**src/rtl/bsort_run_ctrl.sv**
```systemverilog
// bsort_run_ctrl: run sequencer for a byte-sorting accelerator.
// It accepts a command, streams the input vector into the accelerator's
// slave RAM, pulses start, waits for done (with a cycle budget), then reads
// the vector back one byte at a time and streams it out. Every run ends
// with a one-cycle run_done pulse and a status code.
module bsort_run_ctrl #(
    parameter int MEM_SIZE  = 256,
    parameter int ADDR_W    = 10,
    parameter int RUN_LIMIT = 200000000,
    parameter int RD_LIMIT  = 16
) (
    input  logic              clock,
    input  logic              reset,
    // command
    input  logic              cmd_valid,
    output logic              cmd_ready,
    input  logic [ADDR_W-1:0] cmd_base,
    input  logic [ADDR_W:0]   cmd_len,
    // load stream
    input  logic              in_valid,
    output logic              in_ready,
    input  logic [7:0]        in_data,
    // result stream
    output logic              out_valid,
    input  logic              out_ready,
    output logic [7:0]        out_data,
    // accelerator control
    output logic              start_port,
    input  logic              done_port,
    // accelerator slave RAM port
    output logic              S_oe_ram,
    output logic              S_we_ram,
    output logic [ADDR_W-1:0] S_addr_ram,
    output logic [7:0]        S_Wdata_ram,
    output logic [6:0]        S_data_ram_size,
    input  logic [7:0]        Sout_Rdata_ram,
    input  logic              Sout_DataRdy,
    // run status
    output logic              run_done,
    output logic [1:0]        run_err,
    output logic [31:0]       run_cycles
);

    typedef enum logic [2:0] {
        ST_IDLE    = 3'd0,
        ST_LOAD    = 3'd1,
        ST_START   = 3'd2,
        ST_RUN     = 3'd3,
        ST_RD_REQ  = 3'd4,
        ST_RD_WAIT = 3'd5,
        ST_OUT     = 3'd6,
        ST_FIN     = 3'd7
    } state_t;

    localparam int                RD_W        = (RD_LIMIT < 2) ? 1 : $clog2(RD_LIMIT);
    localparam logic [RD_W-1:0]   RD_LAST     = RD_W'(RD_LIMIT - 1);
    localparam logic [ADDR_W+1:0] MEM_SIZE_X  = (ADDR_W + 2)'(MEM_SIZE);
    localparam logic [31:0]       RUN_LIMIT_X = 32'(RUN_LIMIT);

    localparam logic [1:0] ERR_OK      = 2'd0;
    localparam logic [1:0] ERR_BAD_CMD = 2'd1;
    localparam logic [1:0] ERR_RUN_TO  = 2'd2;
    localparam logic [1:0] ERR_RD_TO   = 2'd3;

    state_t              state_reg, state_next;
    logic [ADDR_W-1:0]   base_reg;
    logic [ADDR_W:0]     len_reg;
    logic [ADDR_W:0]     ptr_reg;
    logic [31:0]         run_cycles_reg;
    logic [1:0]          err_reg;
    logic [RD_W-1:0]     rd_cnt_reg;
    logic [7:0]          rdata_reg;

    // Range check is done two bits wider than the address so neither the
    // length alone nor base+len can wrap and slip past the bound.
    logic [ADDR_W+1:0]   cmd_end;
    logic                cmd_bad;
    logic [ADDR_W:0]     ptr_inc;
    logic                ptr_last;
    logic [ADDR_W-1:0]   slave_addr;
    logic                run_timeout;

    assign cmd_end     = {2'b00, cmd_base} + {1'b0, cmd_len};
    assign cmd_bad     = ({1'b0, cmd_len} > MEM_SIZE_X) || (cmd_end > MEM_SIZE_X);
    assign ptr_inc     = ptr_reg + (ADDR_W + 1)'(1);
    assign ptr_last    = (ptr_inc == len_reg);
    assign slave_addr  = base_reg + ptr_reg[ADDR_W-1:0];
    assign run_timeout = (run_cycles_reg > RUN_LIMIT_X);

    // State register
    always_ff @(posedge clock) begin
        if (reset) begin
            state_reg <= ST_IDLE;
        end else begin
            state_reg <= state_next;
        end
    end

    // Next-state decode
    always_comb begin
        state_next = state_reg;
        case (state_reg)
            ST_IDLE: begin
                if (cmd_valid) begin
                    if (cmd_bad)
                        state_next = ST_FIN;
                    else if (cmd_len == '0)
                        state_next = ST_START;
                    else
                        state_next = ST_LOAD;
                end
            end
            ST_LOAD: begin
                if (in_valid && ptr_last)
                    state_next = ST_START;
            end
            ST_START: state_next = ST_RUN;
            ST_RUN: begin
                // done wins over a timeout detected in the same cycle
                if (done_port)
                    state_next = (len_reg == '0) ? ST_FIN : ST_RD_REQ;
                else if (run_timeout)
                    state_next = ST_FIN;
            end
            ST_RD_REQ: state_next = ST_RD_WAIT;
            ST_RD_WAIT: begin
                if (Sout_DataRdy)
                    state_next = ST_OUT;
                else if (rd_cnt_reg == RD_LAST)
                    state_next = ST_FIN;
            end
            ST_OUT: begin
                if (out_ready)
                    state_next = ptr_last ? ST_FIN : ST_RD_REQ;
            end
            ST_FIN:  state_next = ST_IDLE;
            default: state_next = ST_IDLE;
        endcase
    end

    // Datapath: command latch, byte pointer, cycle counter, read capture, status
    always_ff @(posedge clock) begin
        if (reset) begin
            base_reg       <= '0;
            len_reg        <= '0;
            ptr_reg        <= '0;
            run_cycles_reg <= '0;
            err_reg        <= ERR_OK;
            rd_cnt_reg     <= '0;
            rdata_reg      <= '0;
        end else begin
            case (state_reg)
                ST_IDLE: begin
                    if (cmd_valid) begin
                        base_reg       <= cmd_base;
                        len_reg        <= cmd_len;
                        ptr_reg        <= '0;
                        run_cycles_reg <= '0;
                        err_reg        <= cmd_bad ? ERR_BAD_CMD : ERR_OK;
                    end
                end
                ST_LOAD: begin
                    if (in_valid)
                        ptr_reg <= ptr_inc;
                end
                ST_START: run_cycles_reg <= 32'd1;
                ST_RUN: begin
                    if (run_cycles_reg != '1)
                        run_cycles_reg <= run_cycles_reg + 32'd1;
                    if (done_port)
                        ptr_reg <= '0;
                    else if (run_timeout)
                        err_reg <= ERR_RUN_TO;
                end
                ST_RD_REQ: rd_cnt_reg <= '0;
                ST_RD_WAIT: begin
                    if (Sout_DataRdy) begin
                        rdata_reg <= Sout_Rdata_ram;
                    end else begin
                        rd_cnt_reg <= rd_cnt_reg + RD_W'(1);
                        if (rd_cnt_reg == RD_LAST)
                            err_reg <= ERR_RD_TO;
                    end
                end
                ST_OUT: begin
                    if (out_ready)
                        ptr_reg <= ptr_inc;
                end
                default: ;
            endcase
        end
    end

    // Output decode: each strobe is driven only by the state that owns it
    always_comb begin
        cmd_ready       = 1'b0;
        in_ready        = 1'b0;
        out_valid       = 1'b0;
        out_data        = 8'h00;
        start_port      = 1'b0;
        S_oe_ram        = 1'b0;
        S_we_ram        = 1'b0;
        S_addr_ram      = '0;
        S_Wdata_ram     = 8'h00;
        S_data_ram_size = 7'd0;
        run_done        = 1'b0;
        case (state_reg)
            ST_IDLE:  cmd_ready = 1'b1;
            ST_LOAD: begin
                in_ready = 1'b1;
                if (in_valid) begin
                    S_we_ram    = 1'b1;
                    S_addr_ram  = slave_addr;
                    S_Wdata_ram = in_data;
                end
            end
            ST_START: start_port = 1'b1;
            ST_RD_REQ: begin
                S_oe_ram   = 1'b1;
                S_addr_ram = slave_addr;
            end
            ST_OUT: begin
                out_valid = 1'b1;
                out_data  = rdata_reg;
            end
            ST_FIN:  run_done = 1'b1;
            default: ;
        endcase
        if (S_oe_ram || S_we_ram)
            S_data_ram_size = 7'd8;
    end

    assign run_err    = err_reg;
    assign run_cycles = run_cycles_reg;

endmodule

```
**config.mk**
```make
export PLATFORM = sky130hd
export DESIGN_NAME = bsort_run_ctrl
export DESIGN_NICKNAME = d
export VERILOG_FILES = /design/src/rtl/bsort_run_ctrl.sv
export SDC_FILE = /design/constraint.sdc
export NUM_CORES = 1
export LEC_CHECK = 0
export ABC_AREA = 0
export BUFFER_PORTS_ARGS = -buffer_cell sky130_fd_sc_hd__clkbuf_2
export CORE_MARGIN = 2
export CORE_UTILIZATION = 30
export CTS_CLUSTER_DIAMETER = 200
export CTS_CLUSTER_SIZE = 40
export DETAILED_ROUTE_END_ITERATION = 16
export GPL_TIMING_DRIVEN = 1
export PLACE_DENSITY_LB_ADDON = 0.15
export SETUP_SLACK_MARGIN = 0.5
export SYNTH_ARGS = -nofsm -noshare
export SYNTH_HDL_FRONTEND = slang
export SYNTH_SLANG_ARGS = --single-unit
```
**constraint.sdc**
```tcl
create_clock -name clock -period 4.6 [get_ports clock]
set_clock_uncertainty 0.2 [all_clocks]
set_input_delay 0.92 -clock clock [delete_from_list [all_inputs] [get_ports clock]]
set_output_delay 0.92 -clock clock [all_outputs]
set_load 0.03 [all_outputs]
```
Word level (Yosys, flattened, before mapping)
Cells that the tools add are included.
{"block": "classes", "mux": 43, "reduce_logical": 17, "magnitude_cmp": 3, "eq_ne": 22, "add_sub_neg": 5}
{"operator": "$pmux W32 S3", "n": 1}
{"operator": "$mux W32", "n": 2}
{"operator": "$mux W11", "n": 4}
{"operator": "$pmux W11 S4", "n": 1}
{"operator": "$add A32 B1 Y32 const B", "n": 1}
{"operator": "$gt A32 B28 Y1 const B", "n": 1}
{"operator": "$ne A32 B32 Y1 const B", "n": 1}
{"operator": "$mux W3", "n": 8}
{"operator": "$mux W8", "n": 3}
{"operator": "$pmux W3 S8", "n": 1}
{"operator": "$logic_not A11 Y1", "n": 2}
{"operator": "$ne A2 B2 Y1 const B", "n": 10}
{"operator": "$pmux W10 S2", "n": 1}
{"operator": "$mux W2", "n": 8}
{"operator": "$add A10 B11 Y12", "n": 1}
{"operator": "$eq A3 B3 Y1 const B", "n": 4}
{"operator": "$gt A12 B9 Y1 const B", "n": 1}
{"operator": "$add A11 B1 Y11 const B", "n": 1}
{"operator": "$eq A11 B11 Y1", "n": 1}
{"operator": "$gt A11 B9 Y1 const B", "n": 1}
{"operator": "$add A10 B10 Y10", "n": 1}
{"operator": "$mux W10", "n": 1}
{"operator": "$reduce_and A5 Y1", "n": 2}
{"operator": "$mux W1", "n": 9}
{"operator": "other kinds (17)", "n": 24}
{"block": "totals", "output_inout_bits": 74, "in_bits": 44, "elab_cells": 98, "regBits": 81}

Longest topological paths before layout
Gate-level depths: netlist of run 1.
{"block": "depth", "depth_word": 6, "ltp_mapped": 11, "mapped_depth_nobuf": 11}

Worst setup path after synthesis of run 1
No wires, ideal clock.
{"block": "synth_timing", "path_type": "register -> output", "start": "reg ptr_reg[0]", "end": "out S_addr_ram[8]", "path_buffers": 0, "arrival_time_ps": 2617, "required_ps": 3480, "slack_ps": 863, "path_stages_with_launch": 12, "cell_sequence": "dfxtp_1 ha_1 inv_1 fa_1 nor2b_1 o21ai_0 a21boi_0 o21ai_0 a21boi_0 o21a_1 nor3_1 nor3_1"}
{"block": "synth_between", "elab_chain_len": 3}
{"element": "start, declared", "line_no": "68", "rtl": "logic [ADDR_W:0] ptr_reg;"}
{"element": "start signal, assigned", "line_no": "164", "rtl": "ptr_reg <= ptr_inc;"}
{"element": "start signal, assigned", "line_no": "187", "rtl": "ptr_reg <= ptr_inc;"}
{"element": "$add A10 B10 Y10 (*)", "line_no": "87", "rtl": "assign slave_addr = base_reg + ptr_reg[ADDR_W-1:0];"}
{"element": "$mux W10", "line_no": "211", "rtl": "if (in_valid) begin"}
{"element": "$pmux W10 S2 (*)", "line_no": "207", "rtl": "case (state_reg)"}
{"element": "end, declared", "line_no": "33", "rtl": "output logic [ADDR_W-1:0] S_addr_ram,"}
Every way passes the cells marked *; elsewhere a longest branch is shown, timed or not.

Final worst setup path of run 1
{"block": "layout_timing", "start": "reg ptr_reg[1]", "end": "out S_addr_ram[9]"}
The elaborated chain is that of the path after synthesis.

==> results.ini, run 1 <==
[floorplanning]
die_area_mm2 = 0.01849
ios = 118
rows = 48
die_h_um = 136.0
core-area_mm2 = 0.01718
start_util_pct = 30.43
die_w_um = 136.0

[global_route]
antenna_found_initial = 0
grt_max_degree = 53
grt_use_total_pct = 16.24
grt_first_pass_wirelength_um = 23910
grt_pass1_vias = 4701
globalRouteOverflowTotal = 0

[clocking]
numCtsBuffers = 9
worstSkewPairLatency_ns = 0.35
cts.sinks = 81
htreeDepth = 3
clk_pin_slew_ns = 0.06
clockBufferDepth = 2
cts_root_buf = clkbuf_16
tritoncts = built
hold_buffers = 0

[routing]
dr_wl_met2_um = 6656
drc = 0
drtAntennaViolNets = 0
num_vias = 4987
top_layer = met4
met1Wirelength_um = 7348
drtIter0Drc = 223
wirelength_um = 14810
via_per_inst = 4.972
drt-pass1-iter-count = 4
wl_met3_um = 620
wl_per_cell_um = 14.77

[synthesis]
yosys_register_bits = 81
synth_ff_type = dfxtp_1
postSynthAreaPerCell_um2 = 7.731
synth_cells = 676
post_synth_num_cell_types = 77
yosysSeqAreaShare_pct = 31.03
synth_edf_count = 0
synth_area_mm2 = 0.005226
synthArstFlopShare_pct = 0
yosys_warnings = 0

[critical_path]
worstPathArrival_ns = 2.81
crit_path_end_kind = output port
slowest_delay_ns = 0.42
critPathLaunchType = flop
required_ns = 3.48
critPathSlowestCell = dfxtp_1
critPathMaxFanout = 6
crit_type = reg -> out
crit_chain = ha_1, a21o_1, a21oi_1, o21ai_0, a2111oi_1, nor3_1, a31oi_1, xnor2_1, nor2_1, clkbuf_2

[pwr]
total_power_mw = 2.489
power_density_mw_per_mm2 = 397.3
vdd_drop_max_mv = 0.2216
p_leak_nw = 2.541

[timing]
fin_setup_tns_ns = 0
worst_pin_slew_ns = 1.007
setup_viol = 0
hold_violations = 0
finalCritPeriodShare_pct = 85.50
fin_hold_ws_ns = 0.2539
rsz0062_at_grt = yes
period_minus_slack_ns = 3.933
finalMaxSlewViolations = 0
maxSlewHeadroom_pct = 32.83
fmax_mhz = 254.3

[final_layout]
largest_reg_flops = 32
fin_area_mm2 = 0.006265
diodes = 0
nets = 843
multi_input_area_mm2 = 0.003374
final_util_pct = 36.47
seqCellArea_mm2 = 0.001623
area.growth.synth_to_final_pct = 19.87
layout-drive-gt1-share_pct = 20.95
final_common_cell = clkbuf_2
fillers = 1865
layout_common_cells = 111 x clkbuf_2, 94 x nand2_1, 80 x dfxtp_1, 75 x nor2_1, 58 x a21oi_1

[run]
drv_cap = 0

[place]
numPortBuffers = 111
place.gp.congestion = 0.8724
placedInstanceArea_mm2 = 0.005949
dp_hpwl_um = 11530

[hold_path]
hold_class = reg -> reg

[status]
status = complete, no violations

## where the power goes
part | leakage (nW) | switching (mW) | internal (mW)
Combinational | 1.74 | 0.581 | 0.272
Sequential | 0.656 | 0.103 | 0.764
Clock | 0.149 | 0.296 | 0.472
## what timing repair did
item,in CTS,in global routing
setup endpoints to repair,0,3
resized for setup,0,5
buffers inserted,0,0
hold endpoints to repair,0,0
## Yosys cell counts, types with 6 or more instances
| cell | instances | area share (%) |
|---|---|---|
| nand3_1 | 25 | 2.4 |
| nor3_1 | 24 | 2.3 |
| clkbuf_1 | 19 | 1.4 |
| and3_1 | 14 | 1.7 |
| o21ai_0 | 25 | 2.4 |
| or3_1 | 10 | 1.2 |
| xor2_1 | 27 | 4.5 |
| buf_2 | 6 | 0.57 |
| nor2_1 | 75 | 5.4 |
| nand2_1 | 94 | 6.8 |
| xnor2_1 | 22 | 3.7 |
| o21a_1 | 6 | 0.86 |
| or4_1 | 9 | 1.3 |
| dfxtp_1 | 81 | 31 |
| buf_4 | 6 | 0.86 |
| nor2b_1 | 7 | 0.84 |
| a21oi_1 | 58 | 5.6 |
| nor4_1 | 6 | 0.72 |
| ha_1 | 23 | 5.5 |
| inv_1 | 22 | 1.6 |
| nand4_1 | 12 | 1.4 |
| and2_1 | 10 | 1.2 |
## worst max-delay path: cells and delay by family (launching register included)
family / cells / cell delay [ns]
AOI/OAI and AO/OA: 5 / 1.19
DFF: 1 / 0.42
adders and majority gates: 1 / 0.26
and+or+nand+nor: 2 / 0.22
buffers and inverters: 1 / 0.21
xor gates and xnor gates: 1 / 0.16
## kinds of logic (layout without fill, tap and decap cells)
family	Yosys count	in the layout	synth area share, %
xor+xnor	49	49	8.212
simple gates	323	323	31.89
compound gates	140	140	17.69
fa+ha+maj	25	25	6.273
other cells	1	6	0.07175
buf+inv	57	154	4.836
flops	81	81	31.03
## per-stage QoR
stage	instances	setup WS, ns
floorplan	681	0.8630
global placement	988	1.005
detailed placement	988	0.9060
CTS	1003	0.5291
global route	1003	0.4645
finish	1003	0.6670
## final timing paths
check                     from             to  slack, ns  cells past startpoint
setup reg to reg  state_reg[2]     ptr_reg[5]       1.70                      6
hold / removal    rdata_reg[0]   rdata_reg[0]       0.25                      2
hold reg to reg   rdata_reg[0]   rdata_reg[0]       0.25                      2
setup / recovery    ptr_reg[1]  S_addr_ram[9]       0.67                     10
## cell type report
class,count,share of cell area (%)
multi-input cells,543,53.86
well taps,225,4.494
flip-flops and latches,81,25.90
inverters,24,1.438
repair buffers,115,9.347
clock inverters,5,1.298
clock buffers,10,3.655
## layer usage
| metal | vias to the layer above | track usage (%) |
|---|---|---|
| met5 | - | 0 |
| met4 | 0 | 4.456 |
| met3 | 12 | 3.803 |
| met2 | 97 | 25.34 |
| met1 | 2315 | 22.41 |
| li1 | 2563 | - |
(Power assumes the default switching activity.)
==> run 2: changes to the inputs <==
CORE_MARGIN = 4   (was 2)
MAX_ROUTING_LAYER = met4   (was not set)
==> run 2 against run 1 <==
Wire length increased by 2.0%; first-iteration DRC count increased by 22%; combinational power about the same; critical endpoint unchanged; register-to-register slack got worse by 0.03 ns.
==> results.ini, run 2 (synthesized netlist as in run 1, its figures left out) <==
[place]
numPortBuffers = 111
dp_slack_ns = 0.9407
placedInstanceArea_mm2 = 0.005958
place.gp.congestion = 0.8522
dp_hpwl_um = 11700

[critical_path]
slowest_delay_ns = 0.43
worstPathArrival_ns = 2.80
critPathMaxFanout = 6
crit_path_end_kind = output port
crit_chain = ha_1, a21o_1, a21oi_1, o21ai_0, a2111oi_0, nor3_1, a31oi_1, xnor2_1, nor2_1, clkbuf_2
required_ns = 3.48
critPathSlowestCell = a2111oi_0
critPathLaunchType = flop
crit_type = reg -> out

[global_route]
grt_use_total_pct = 15.96
globalRouteOverflowTotal = 0
antenna_found_initial = 0
grt_first_pass_wirelength_um = 25320
grt_pass1_vias = 4945
grt_max_degree = 53

[hold_path]
hold_class = reg -> reg

[final_layout]
fillers = 1805
area.growth.synth_to_final_pct = 20.37
layout-drive-gt1-share_pct = 21.25
final_common_cell = clkbuf_2
fin_area_mm2 = 0.006291
layout_common_cells = 111 x clkbuf_2, 94 x nand2_1, 80 x dfxtp_1, 75 x nor2_1, 58 x a21oi_1
largest_reg_flops = 32
multi_input_area_mm2 = 0.003373
seqCellArea_mm2 = 0.001623
nets = 845
diodes = 0
final_util_pct = 37.41

[floorplanning]
rows = 47
core-area_mm2 = 0.01682
ios = 118
die_h_um = 140.0
start_util_pct = 31.07
die_w_um = 140.0
die_area_mm2 = 0.01960

[timing]
fin_setup_tns_ns = 0
worst_pin_slew_ns = 0.9790
fmax_mhz = 255.2
hold_violations = 0
setup_slack_ns = 0.6818
period_minus_slack_ns = 3.918
finalMaxSlewViolations = 0
setup_viol = 0
rsz0062_at_grt = yes
finalCritPeriodShare_pct = 85.18
maxSlewHeadroom_pct = 34.69

[status]
status = complete, no violations

[clocking]
post_cts_resize_count = 0
worstSkewPairLatency_ns = 0.35
clockBufferDepth = 2
cts_setup_buffers = 0
hold_buffers = 0
cts_root_buf = clkbuf_16
tritoncts = built
cts.sinks = 81
clk_pin_slew_ns = 0.06
htreeDepth = 3
numCtsBuffers = 9

[routing]
drt-pass1-iter-count = 5
drc = 0
drtAntennaViolNets = 0
wl_per_cell_um = 15.09
num_vias = 5099
drtIter0Drc = 272
via_per_inst = 5.094
wirelength_um = 15110

[pwr]
power_density_mw_per_mm2 = 402.1
vdd_drop_max_mv = 0.1831
p_leak_nw = 2.563

[run]
drv_cap = 0

run 2: changes by cell type in the layout (fill, tap and decap cells not counted), sizes merged:
| cell | delta |
|---|---|
| clkinv | -1 |
| buf | +2 |
| inv | +2 |
| clkbuf | +1 |
| clkinvlp | -1 |
run 2: report_power, final:
group	total, mW	internal, mW	switching (mW)
logic	0.853	0.275	0.579
registers	0.868	0.764	0.104
clock network	0.808	0.496	0.313
run 2: final timing paths:
path / from / endpoint / slack [ns] / cells after the start
worst max-delay path: ptr_reg[1] / S_addr_ram[9] / 0.68 / 10
worst min-delay path: rdata_reg[0] / rdata_reg[0] / 0.26 / 2
worst max register to register: state_reg[1] / run_cycles[31] / 1.67 / 9
worst min register to register: rdata_reg[0] / rdata_reg[0] / 0.26 / 2
run 2: stage by stage:
stage	hold WS, ns	power (mW)	std cells
finish	0.2590	2.529	1001
global route	0.2865	2.689	1001
CTS	0.2591	2.552	1001
detailed placement	0.2485	1.735	985
global placement	0.2399	1.727	985
floorplan	0.2317	1.489	681
run 2: metal layers:
metal	global-route usage, %	up-vias	part of all wire [%]
met5	-	-	0
met2	23.70	141	44
met3	2.761	12	4.5
met4	4.182	0	1.1
li1	-	2570	-
met1	22.46	2376	51
run 2: area by class of cell:
| type | instances | area share, % |
|---|---|---|
| Clock buffer | 11 | 3.858 |
| Timing Repair Buffer | 117 | 9.547 |
| Clock inverter | 5 | 1.372 |
| Inverter | 24 | 1.432 |
| Sequential cell | 81 | 25.80 |
| Multi-Input combinational cell | 543 | 53.62 |
| Tap cell | 220 | 4.375 |
run 2: critical path: cells and delay by family (launching register included):
kind,cells,cell delay [ns]
AO/OA/AOI/OAI,5,1.19
flip-flops,1,0.42
adder cells (fa/ha/maj),1,0.26
AND/OR/NAND/NOR,2,0.23
buffers and inverters,1,0.21
XOR/XNOR,1,0.14
